--- config.mk ---
export PLATFORM = sky130hd
export DESIGN_NAME = trap_seq
export DESIGN_NICKNAME = d
export VERILOG_FILES = /design/src/rtl/trap_seq.sv
export SDC_FILE = /design/constraint.sdc
export NUM_CORES = 1
export LEC_CHECK = 0
export CORE_ASPECT_RATIO = 1.75
export CORE_MARGIN = 2
export CORE_UTILIZATION = 28
export CTS_CLUSTER_DIAMETER = 50
export DETAILED_ROUTE_END_ITERATION = 10
export GPL_TIMING_DRIVEN = 1
export PLACE_DENSITY_LB_ADDON = 0.15
export SETUP_SLACK_MARGIN = 0.3
export SYNTH_ARGS = -nofsm -noshare
export SYNTH_HDL_FRONTEND = slang
export SYNTH_SLANG_ARGS = --single-unit
--- constraint.sdc ---
create_clock -name Clk -period 2.3 [get_ports Clk]
set_input_delay 0.46 -clock Clk [delete_from_list [all_inputs] [get_ports Clk]]
set_output_delay 0.46 -clock Clk [all_outputs]
set_load 0.05 [all_outputs]
--- src/rtl/trap_seq.sv ---
// trap_seq: SPARC V8 integer-unit trap sequencer.
// Samples pending synchronous exceptions, Ticc software traps and (optionally)
// external interrupts while idle and picks the highest-priority one. It then
// walks a fixed sequence: flush, TBR write plus PSR side effects, PC save,
// and vector hand-off to fetch over a valid/ready handshake.
// An enabled trap with ET=0 from an exception or Ticc drops into error mode.
// Build option: define TRAP_SEQ_INTR_EN to include interrupt qualification
// (tt 0x11-0x1F). Without it, irl/psr_pil are ignored and no interrupt logic exists.
module trap_seq (
   input  logic        Clk,
   input  logic        Clr,
   input  logic [6:0]  exc_req,
   input  logic        ticc_req,
   input  logic [6:0]  ticc_tn,
   input  logic [3:0]  irl,
   input  logic        psr_et,
   input  logic [3:0]  psr_pil,
   input  logic [31:0] tbr_q,
   input  logic        vec_ready,
   output logic [19:0] tbr_tba,
   output logic [7:0]  tbr_tt,
   output logic        tbr_we,
   output logic        et_clr,
   output logic        s_set,
   output logic        cwp_dec,
   output logic        save_pc,
   output logic        flush,
   output logic        vec_valid,
   output logic [31:0] trap_vec,
   output logic        busy,
   output logic        error_mode
);

   typedef enum logic [2:0] {
      ST_IDLE  = 3'd0,
      ST_TAKE  = 3'd1,
      ST_WRTBR = 3'd2,
      ST_SAVE  = 3'd3,
      ST_VEC   = 3'd4,
      ST_ERROR = 3'd5
   } state_t;

   state_t      state_q, state_d;
   logic [7:0]  tt_q, tt_d;
   logic        flush_q, flush_d;
   logic        wrtbr_q, wrtbr_d;
   logic        save_q, save_d;
   logic        vec_q, vec_d;
   logic        busy_q, busy_d;
   logic        err_q, err_d;

   logic        sync_req_s;
   logic        intr_req_s;
   logic        any_req_s;
   logic [7:0]  req_tt_s;

   // Trap type of the highest-priority pending synchronous exception.
   function automatic logic [7:0] exc_tt(input logic [6:0] e);
      logic [7:0] tt;
      if (e[0])      tt = 8'h01;
      else if (e[1]) tt = 8'h03;
      else if (e[2]) tt = 8'h02;
      else if (e[3]) tt = 8'h05;
      else if (e[4]) tt = 8'h06;
      else if (e[5]) tt = 8'h07;
      else if (e[6]) tt = 8'h2A;
      else           tt = 8'h00;
      return tt;
   endfunction

   // The low TBR nibble never reaches the vector; it is zero by construction.
   logic unused_tbr_s;
   assign unused_tbr_s = ^tbr_q[3:0];

`ifdef TRAP_SEQ_INTR_EN
   // Interrupt qualifies above PIL (level 15 is non-maskable) with traps enabled.
   always_comb begin
      intr_req_s = 1'b0;
      if (psr_et && (irl != 4'd0) && ((irl > psr_pil) || (irl == 4'd15))) begin
         intr_req_s = 1'b1;
      end else begin
         intr_req_s = 1'b0;
      end
   end
`else
   assign intr_req_s = 1'b0;
   logic unused_intr_s;
   assign unused_intr_s = ^{irl, psr_pil};
`endif

   // Priority selection: exceptions, then Ticc, then interrupts.
   always_comb begin
      sync_req_s = (|exc_req) | ticc_req;
      any_req_s  = sync_req_s | intr_req_s;
      req_tt_s   = 8'h00;
      if (|exc_req) begin
         req_tt_s = exc_tt(exc_req);
      end else if (ticc_req) begin
         req_tt_s = {1'b1, ticc_tn};
`ifdef TRAP_SEQ_INTR_EN
      end else if (intr_req_s) begin
         req_tt_s = {4'h1, irl};
`endif
      end else begin
         req_tt_s = 8'h00;
      end
   end

   // Next-state logic and registered-output decode of the next state.
   always_comb begin
      state_d = state_q;
      tt_d    = tt_q;
      case (state_q)
         ST_IDLE: begin
            if (psr_et && any_req_s) begin
               state_d = ST_TAKE;
               tt_d    = req_tt_s;
            end else if (!psr_et && sync_req_s) begin
               state_d = ST_ERROR;
            end else begin
               state_d = ST_IDLE;
            end
         end
         ST_TAKE:  state_d = ST_WRTBR;
         ST_WRTBR: state_d = ST_SAVE;
         ST_SAVE:  state_d = ST_VEC;
         ST_VEC: begin
            if (vec_ready) begin
               state_d = ST_IDLE;
            end else begin
               state_d = ST_VEC;
            end
         end
         ST_ERROR: state_d = ST_ERROR;
         default:  state_d = ST_IDLE;
      endcase
      flush_d = (state_d == ST_TAKE);
      wrtbr_d = (state_d == ST_WRTBR);
      save_d  = (state_d == ST_SAVE);
      vec_d   = (state_d == ST_VEC);
      busy_d  = (state_d != ST_IDLE);
      err_d   = (state_d == ST_ERROR);
   end

   // State, trap type and output registers; Clr abandons any sequence at once.
   always_ff @(posedge Clk or negedge Clr) begin
      if (!Clr) begin
         state_q <= ST_IDLE;
         tt_q    <= 8'h00;
         flush_q <= 1'b0;
         wrtbr_q <= 1'b0;
         save_q  <= 1'b0;
         vec_q   <= 1'b0;
         busy_q  <= 1'b0;
         err_q   <= 1'b0;
      end else begin
         state_q <= state_d;
         tt_q    <= tt_d;
         flush_q <= flush_d;
         wrtbr_q <= wrtbr_d;
         save_q  <= save_d;
         vec_q   <= vec_d;
         busy_q  <= busy_d;
         err_q   <= err_d;
      end
   end

   assign tbr_tba    = tbr_q[31:12];
   assign tbr_tt     = tt_q;
   assign tbr_we     = wrtbr_q;
   assign et_clr     = wrtbr_q;
   assign s_set      = wrtbr_q;
   assign cwp_dec    = wrtbr_q;
   assign save_pc    = save_q;
   assign flush      = flush_q;
   assign vec_valid  = vec_q;
   assign trap_vec   = vec_q ? {tbr_q[31:4], 4'b0000} : 32'h0000_0000;
   assign busy       = busy_q;
   assign error_mode = err_q;

endmodule

==> impl_metrics.env, run 1 <==
export IMPL_grt_pass1_vias=1229
export IMPL_vdd_drop_max_mv=0.654
export IMPL_dpl_hpwl_um=3700
export IMPL_synth_seq_cells=17
export IMPL_cts_hold_buf=0
export IMPL_antenna_found_initial=0
export IMPL_core_area_um2=4110
export IMPL_critical_path_max_fanout=4
export IMPL_placed_area_um2=2680
export IMPL_cts_tree="yes"
export IMPL_ys_flop_type="dfrtp_1"
export IMPL_maxCapViolations=0
export IMPL_die_h_um=90.4
export IMPL_tightest_slew_ns=0.522
export IMPL_grt_pass1_wl_um=6600
export IMPL_netlist_area_um2=1190
export IMPL_mostFrequentLayoutCells="clkdlybuf4s50_1 (61), buf_12 (48), and2_1 (28), dfrtp_1 (17), inv_1 (9)"
export IMPL_drive_above_1_share_pct=30.5
export IMPL_fin_area_um2=2740
export IMPL_numCtsBuffers=3
export IMPL_initial_utilization_pct=29.0
export IMPL_final_net_count=293
export IMPL_worstSetupEndpointType="output pin"
export IMPL_die_w_um=53.4
export IMPL_ios=128
export IMPL_pre_cts_slack_ns=0.145
export IMPL_setup_viol=0
export IMPL_layout_commonest_cell="clkdlybuf4s50_1"
export IMPL_path_class="flip-flop to output pin"
export IMPL_max_freq_ghz=0.520
export IMPL_final_hold_viol_count=0
export IMPL_min_path_type="flip-flop to flip-flop"
export IMPL_async_flop_share_pct=100
export IMPL_seq_area_frac_synth_pct=35.6
export IMPL_post_drt_wl_per_cell_um=15.3
export IMPL_final_max_slew_viol_count=0
export IMPL_synth_edff_count=0
export IMPL_p_leak_nw=1.18
export IMPL_clock_skew_ns=0.00358
export IMPL_vias=1246
export IMPL_postSynthCellCount=138
export IMPL_rsz0062_at_grt="no"
export IMPL_maxSlewHeadroom_pct=65.1
export IMPL_min_period_ns=1.92
export IMPL_startpoint_type="flip-flop"
export IMPL_cts_sinks=17
export IMPL_place_congestion=0.734
export IMPL_overflow=0
export IMPL_max_stage_delay_ns=0.83
export IMPL_ctsLongestPathBuffers=2
export IMPL_fin_crit_sh_pct=83.7
export IMPL_fillers=317
export IMPL_antenna_left=0
export IMPL_required_ns=1.84
export IMPL_dr_pass1_iters=4
export IMPL_grt_max_degree=30
export IMPL_clkTransAtPathRegs_ns=0.06
export IMPL_antenna_cells=0
export IMPL_synth_area_per_cell_um2=8.65
export IMPL_grt_use_total_pct=18.3
export IMPL_layoutNonFillerInstCount=282
export IMPL_critPathTopFamily="buffers and inverters"
export IMPL_ys_warn_count=0
export IMPL_cts_root_buf="clkbuf_8"
export IMPL_finalSetupTns_ns=0
export IMPL_syn_to_final_growth_pct=129
export IMPL_worst_path_buf_inv=1
export IMPL_critical_path_slowest_cell="clkdlybuf4s50_1"
export IMPL_route_detailed_drc=0
export IMPL_drt_total_wl_um=4330
export IMPL_htreeDepth=1
export IMPL_placedCellCount=277
export IMPL_die_area_um2=4820
export IMPL_status="completed"
export IMPL_drtIter0Drc=9
export IMPL_p_per_area_nw_per_um2=1060
export IMPL_rows=31
export IMPL_vias_per_cell=4.42
export IMPL_clk_latency_ns=0.24
export IMPL_critical_path_cell_chain="clkdlybuf4s50_1"
export IMPL_ys_types=31
export IMPL_worst_slack_ns=0.375
export IMPL_io_buffers=111
export IMPL_worstPathArrival_ns=1.46
-- cell families after synthesis --
kind of cell	count (synthesis)	synth area share [%]
and+or+nand+nor	59	30.2
buffers and inverters	39	21.4
AOI/OAI and AO/OA	21	11.5
DFF	17	35.6
muxes	1	0.943
other	1	0.314
-- layout make-up --
| class | instances | area, um2 | share of cell area [%] |
|---|---|---|---|
| clock buffer | 3 | 41.3 | 1.51 |
| clock inverter | 1 | 5.00 | 0.183 |
| inverter | 9 | 33.8 | 1.23 |
| multi-input combinational | 85 | 524 | 19.1 |
| sequential | 17 | 425 | 15.5 |
| tap | 49 | 61.3 | 2.24 |
| timing repair buffer | 118 | 1650 | 60.2 |
-- path summary, 6_finish.rpt --
path | start | endpoint | slack [ns] | cells after the start
setup reg to reg | state_q[2] | tbr_tt[7] | 0.56 | 3
setup / recovery | cwp_dec | s_set | 0.38 | 1
max in group asynchronous | Clr | tbr_tt[4] | 1.58 | 2
hold reg to reg | tbr_tt[7] | tbr_tt[7] | 0.52 | 1
min in group asynchronous | Clr | tbr_tt[7] | 0.54 | 2
hold / removal | tbr_tt[7] | tbr_tt[7] | 0.52 | 1
-- stage by stage --
stage               power [W]  util, %  hold WS, ns
CTS                   0.00294     66.3        0.525
detailed placement    0.00272     65.2        0.501
floorplan             0.00176        -        0.164
finish                0.00291     66.6        0.519
global placement      0.00270     65.2        0.511
global route          0.00305     66.6        0.551
-- synth_stat cells (2+ instances only) --
| master | n | area share, % |
|---|---|---|
| inv_1 | 9 | 2.8 |
| o21ai_1 | 2 | 0.84 |
| nor2_2 | 2 | 1.0 |
| nand2_1 | 4 | 1.3 |
| dfrtp_1 | 17 | 36 |
| a21oi_1 | 7 | 2.9 |
| and2_1 | 28 | 15 |
| o21ai_0 | 4 | 1.7 |
| nand2b_1 | 3 | 1.6 |
| nand3_1 | 4 | 1.7 |
| a21oi_2 | 2 | 1.5 |
| buf_4 | 27 | 17 |
| nor3_1 | 3 | 1.3 |
| nor2_1 | 7 | 2.2 |
| nor4_1 | 2 | 1.0 |
| clkbuf_1 | 2 | 0.63 |
-- power breakdown --
group	leakage, nW	internal, W	switching, W	total, W
logic	0.943	0.000907	0.00130	0.00221
clock network	0.0255	0.000120	0.0000903	0.000210
registers	0.212	0.000410	0.0000876	0.000497
-- flip-flops by register name, indices dropped and copies added (netlist names) --
register / count
cwp_dec: 1
state_q: 3
error_mode: 1
vec_valid: 1
save_pc: 1
busy: 1
flush: 1
tbr_tt: 8
-- metal layers --
| metal | wire length [um] | GRT usage, % | share of wire [%] |
|---|---|---|---|
| met5 | 0 | 0 | 0 |
| met1 | 1190 | 16.5 | 27 |
| met2 | 2530 | 35.4 | 59 |
| met4 | 42 | 4.06 | 0.97 |
| met3 | 564 | 7.12 | 13 |
-- repair_timing --
| action | CTS | global route |
|---|---|---|
| resized for setup | 0 | 2 |
| buffers inserted | 0 | 1 |
| endpoints found under the setup margin | 0 | 4 |
Power figures use the tool's default switching activity.
==> run 2, diff against run 1 <==
Settings changed: CORE_UTILIZATION 28 to 26.
Clock period 2.3 ns to 1.65 ns, I/O delays scaled along.
==> run 2 against run 1 <==
Net effect:
- cell count increased by 7.1%
- core utilization up 2.4 points
- setup slack worse by 0.27 ns
- worst hold slack got worse by 0.12 ns
- clock skew increased by 0.00089 ns
- power increased by 57%
- highest routed layer unchanged
==> impl_metrics.env, run 2 (same netlist as run 1, synthesis figures left out) <==
export IMPL_final_net_count=311
export IMPL_wl_met2_um=2890
export IMPL_final_hold_viol_count=0
export IMPL_drtIter0Drc=10
export IMPL_fillers=356
export IMPL_drt_total_wl_um=4620
export IMPL_antenna_left=0
export IMPL_fin_util_pct=69.1
export IMPL_top_layer="met4"
export IMPL_maxCapViolations=0
export IMPL_r2r_end="tbr_tt[7]"
export IMPL_max_stage_delay_ns=0.55
export IMPL_core_area_um2=4400
export IMPL_io_buffers=111
export IMPL_dr_pass1_iters=4
export IMPL_min_period_ns=1.54
export IMPL_finalSetupTns_ns=0
export IMPL_worst_slack_ns=0.105
export IMPL_vias=1319
export IMPL_largest_reg_flops=8
export IMPL_numCtsBuffers=3
export IMPL_worstPathArrival_ns=1.67
export IMPL_p_per_area_nw_per_um2=1500
export IMPL_power_w=0.00456
export IMPL_route_met3_wl_um=199
export IMPL_path_class="flip-flop to flip-flop"
export IMPL_die_area_um2=5170
export IMPL_final_max_slew_viol_count=0
export IMPL_min_path_type="input pin to asynchronous set/reset pin"
export IMPL_clkTransAtPathRegs_ns=0.07
export IMPL_startpoint_type="flip-flop"
export IMPL_antenna_found_initial=0
export IMPL_layout_commonest_cell="buf_12"
export IMPL_drive_above_1_share_pct=57.8
export IMPL_dpl_hpwl_um=3920
export IMPL_place_congestion=0.728
export IMPL_grt_pass1_vias=1308
export IMPL_rrSetupSlack_ns=0.11
export IMPL_post_drt_wl_per_cell_um=15.3
export IMPL_clk_latency_ns=0.25
export IMPL_critical_path_slowest_cell="or4b_4"
export IMPL_cts_sinks=17
export IMPL_rsz0062_at_grt="yes"
export IMPL_r2r_start="state_q[0]"
export IMPL_status="completed"
export IMPL_htreeDepth=1
export IMPL_die_w_um=55.2
export IMPL_rr_worst_depth=3
export IMPL_critical_path_max_fanout=2
export IMPL_syn_to_final_growth_pct=155
export IMPL_setup_viol=0
export IMPL_antenna_cells=0
export IMPL_p_leak_nw=1.41
export IMPL_overflow=0
export IMPL_initial_utilization_pct=27.1
export IMPL_grt_use_total_pct=17.5
export IMPL_worstSetupEndpointType="flip-flop"
export IMPL_required_ns=1.78
export IMPL_fin_crit_sh_pct=93.6
export IMPL_pre_cts_slack_ns=-0.288
export IMPL_rows=32
export IMPL_cts_hold_buf=0
export IMPL_max_freq_ghz=0.647
export IMPL_vdd_drop_max_mv=1.63
export IMPL_die_h_um=93.6
export IMPL_vias_per_cell=4.37
export IMPL_route_detailed_drc=0
export IMPL_cts_tree="yes"
export IMPL_clock_skew_ns=0.00447
export IMPL_grt_pass1_wl_um=6950
export IMPL_ios=128
export IMPL_ctsLongestPathBuffers=2
export IMPL_grt_max_degree=30
export IMPL_wl_met1_um=1510
export IMPL_mostFrequentLayoutCells="buf_12 (51), buf_4 (33), and2_4 (28), dlygate4sd2_1 (27), clkdlybuf4s50_1 (17)"
export IMPL_cts_root_buf="clkbuf_8"
export IMPL_critical_path_cell_chain="or4b_4 > a21oi_4 > mux2_4"
run 2: through the flow:
step	cell area (um2)	std cells	hold WS (ns)
after floorplan	1310	141	0.0344
after global placement	2870	294	0.498
after detailed placement	2870	294	0.500
after CTS	2920	299	0.401
after global routing	3040	302	0.421
final	3040	302	0.398
run 2: report_power, final:
group | switching, W | total (W) | internal (W)
sequential | 0.000114 | 0.000689 | 0.000574
combinational | 0.00196 | 0.00357 | 0.00161
clock | 0.000133 | 0.000300 | 0.000167
run 2: metal layers:
layer	global-route usage [%]	vias to the layer above
met1	19.0	610
met4	3.66	0
met2	35.6	61
li1	-	646
met3	1.38	2
met5	0	-
run 2: cell type report:
type                       count  area [um2]  area share, %
timing repair buffer         136        1790           58.9
multi-input combinational     85         678           22.3
sequential                    17         427           14.0
tap                           51        63.8           2.10
clock buffer                   3        41.3           1.36
inverter                       9        33.8           1.11
clock inverter                 1        5.00          0.165
run 2: how the worst max path moves through the flow:
stage                     from         to  slack, ns
global route        state_q[0]  tbr_tt[4]       0.03
CTS                 state_q[0]  tbr_tt[7]       0.10
finish              state_q[0]  tbr_tt[7]       0.11
floorplan           state_q[2]  tbr_tt[7]       0.06
global placement    exc_req[4]  tbr_tt[0]      -0.29
detailed placement  exc_req[1]  tbr_tt[2]      -0.29
run 2: critical path: cells and delay by family (launching register included):
kind | cells | cell delay, ns
DFF | 1 | 0.38
and+or+nand+nor | 1 | 0.55
muxes | 1 | 0.31
AOI/OAI and AO/OA | 1 | 0.18
run 2: what timing repair did:
item                       4_1_cts  5_1_grt
resized for setup               36       21
setup endpoints to repair       47       41
pin swaps                        5        2
cloned                           0        3
hold endpoints to repair         0        0
buffers inserted                 1        0
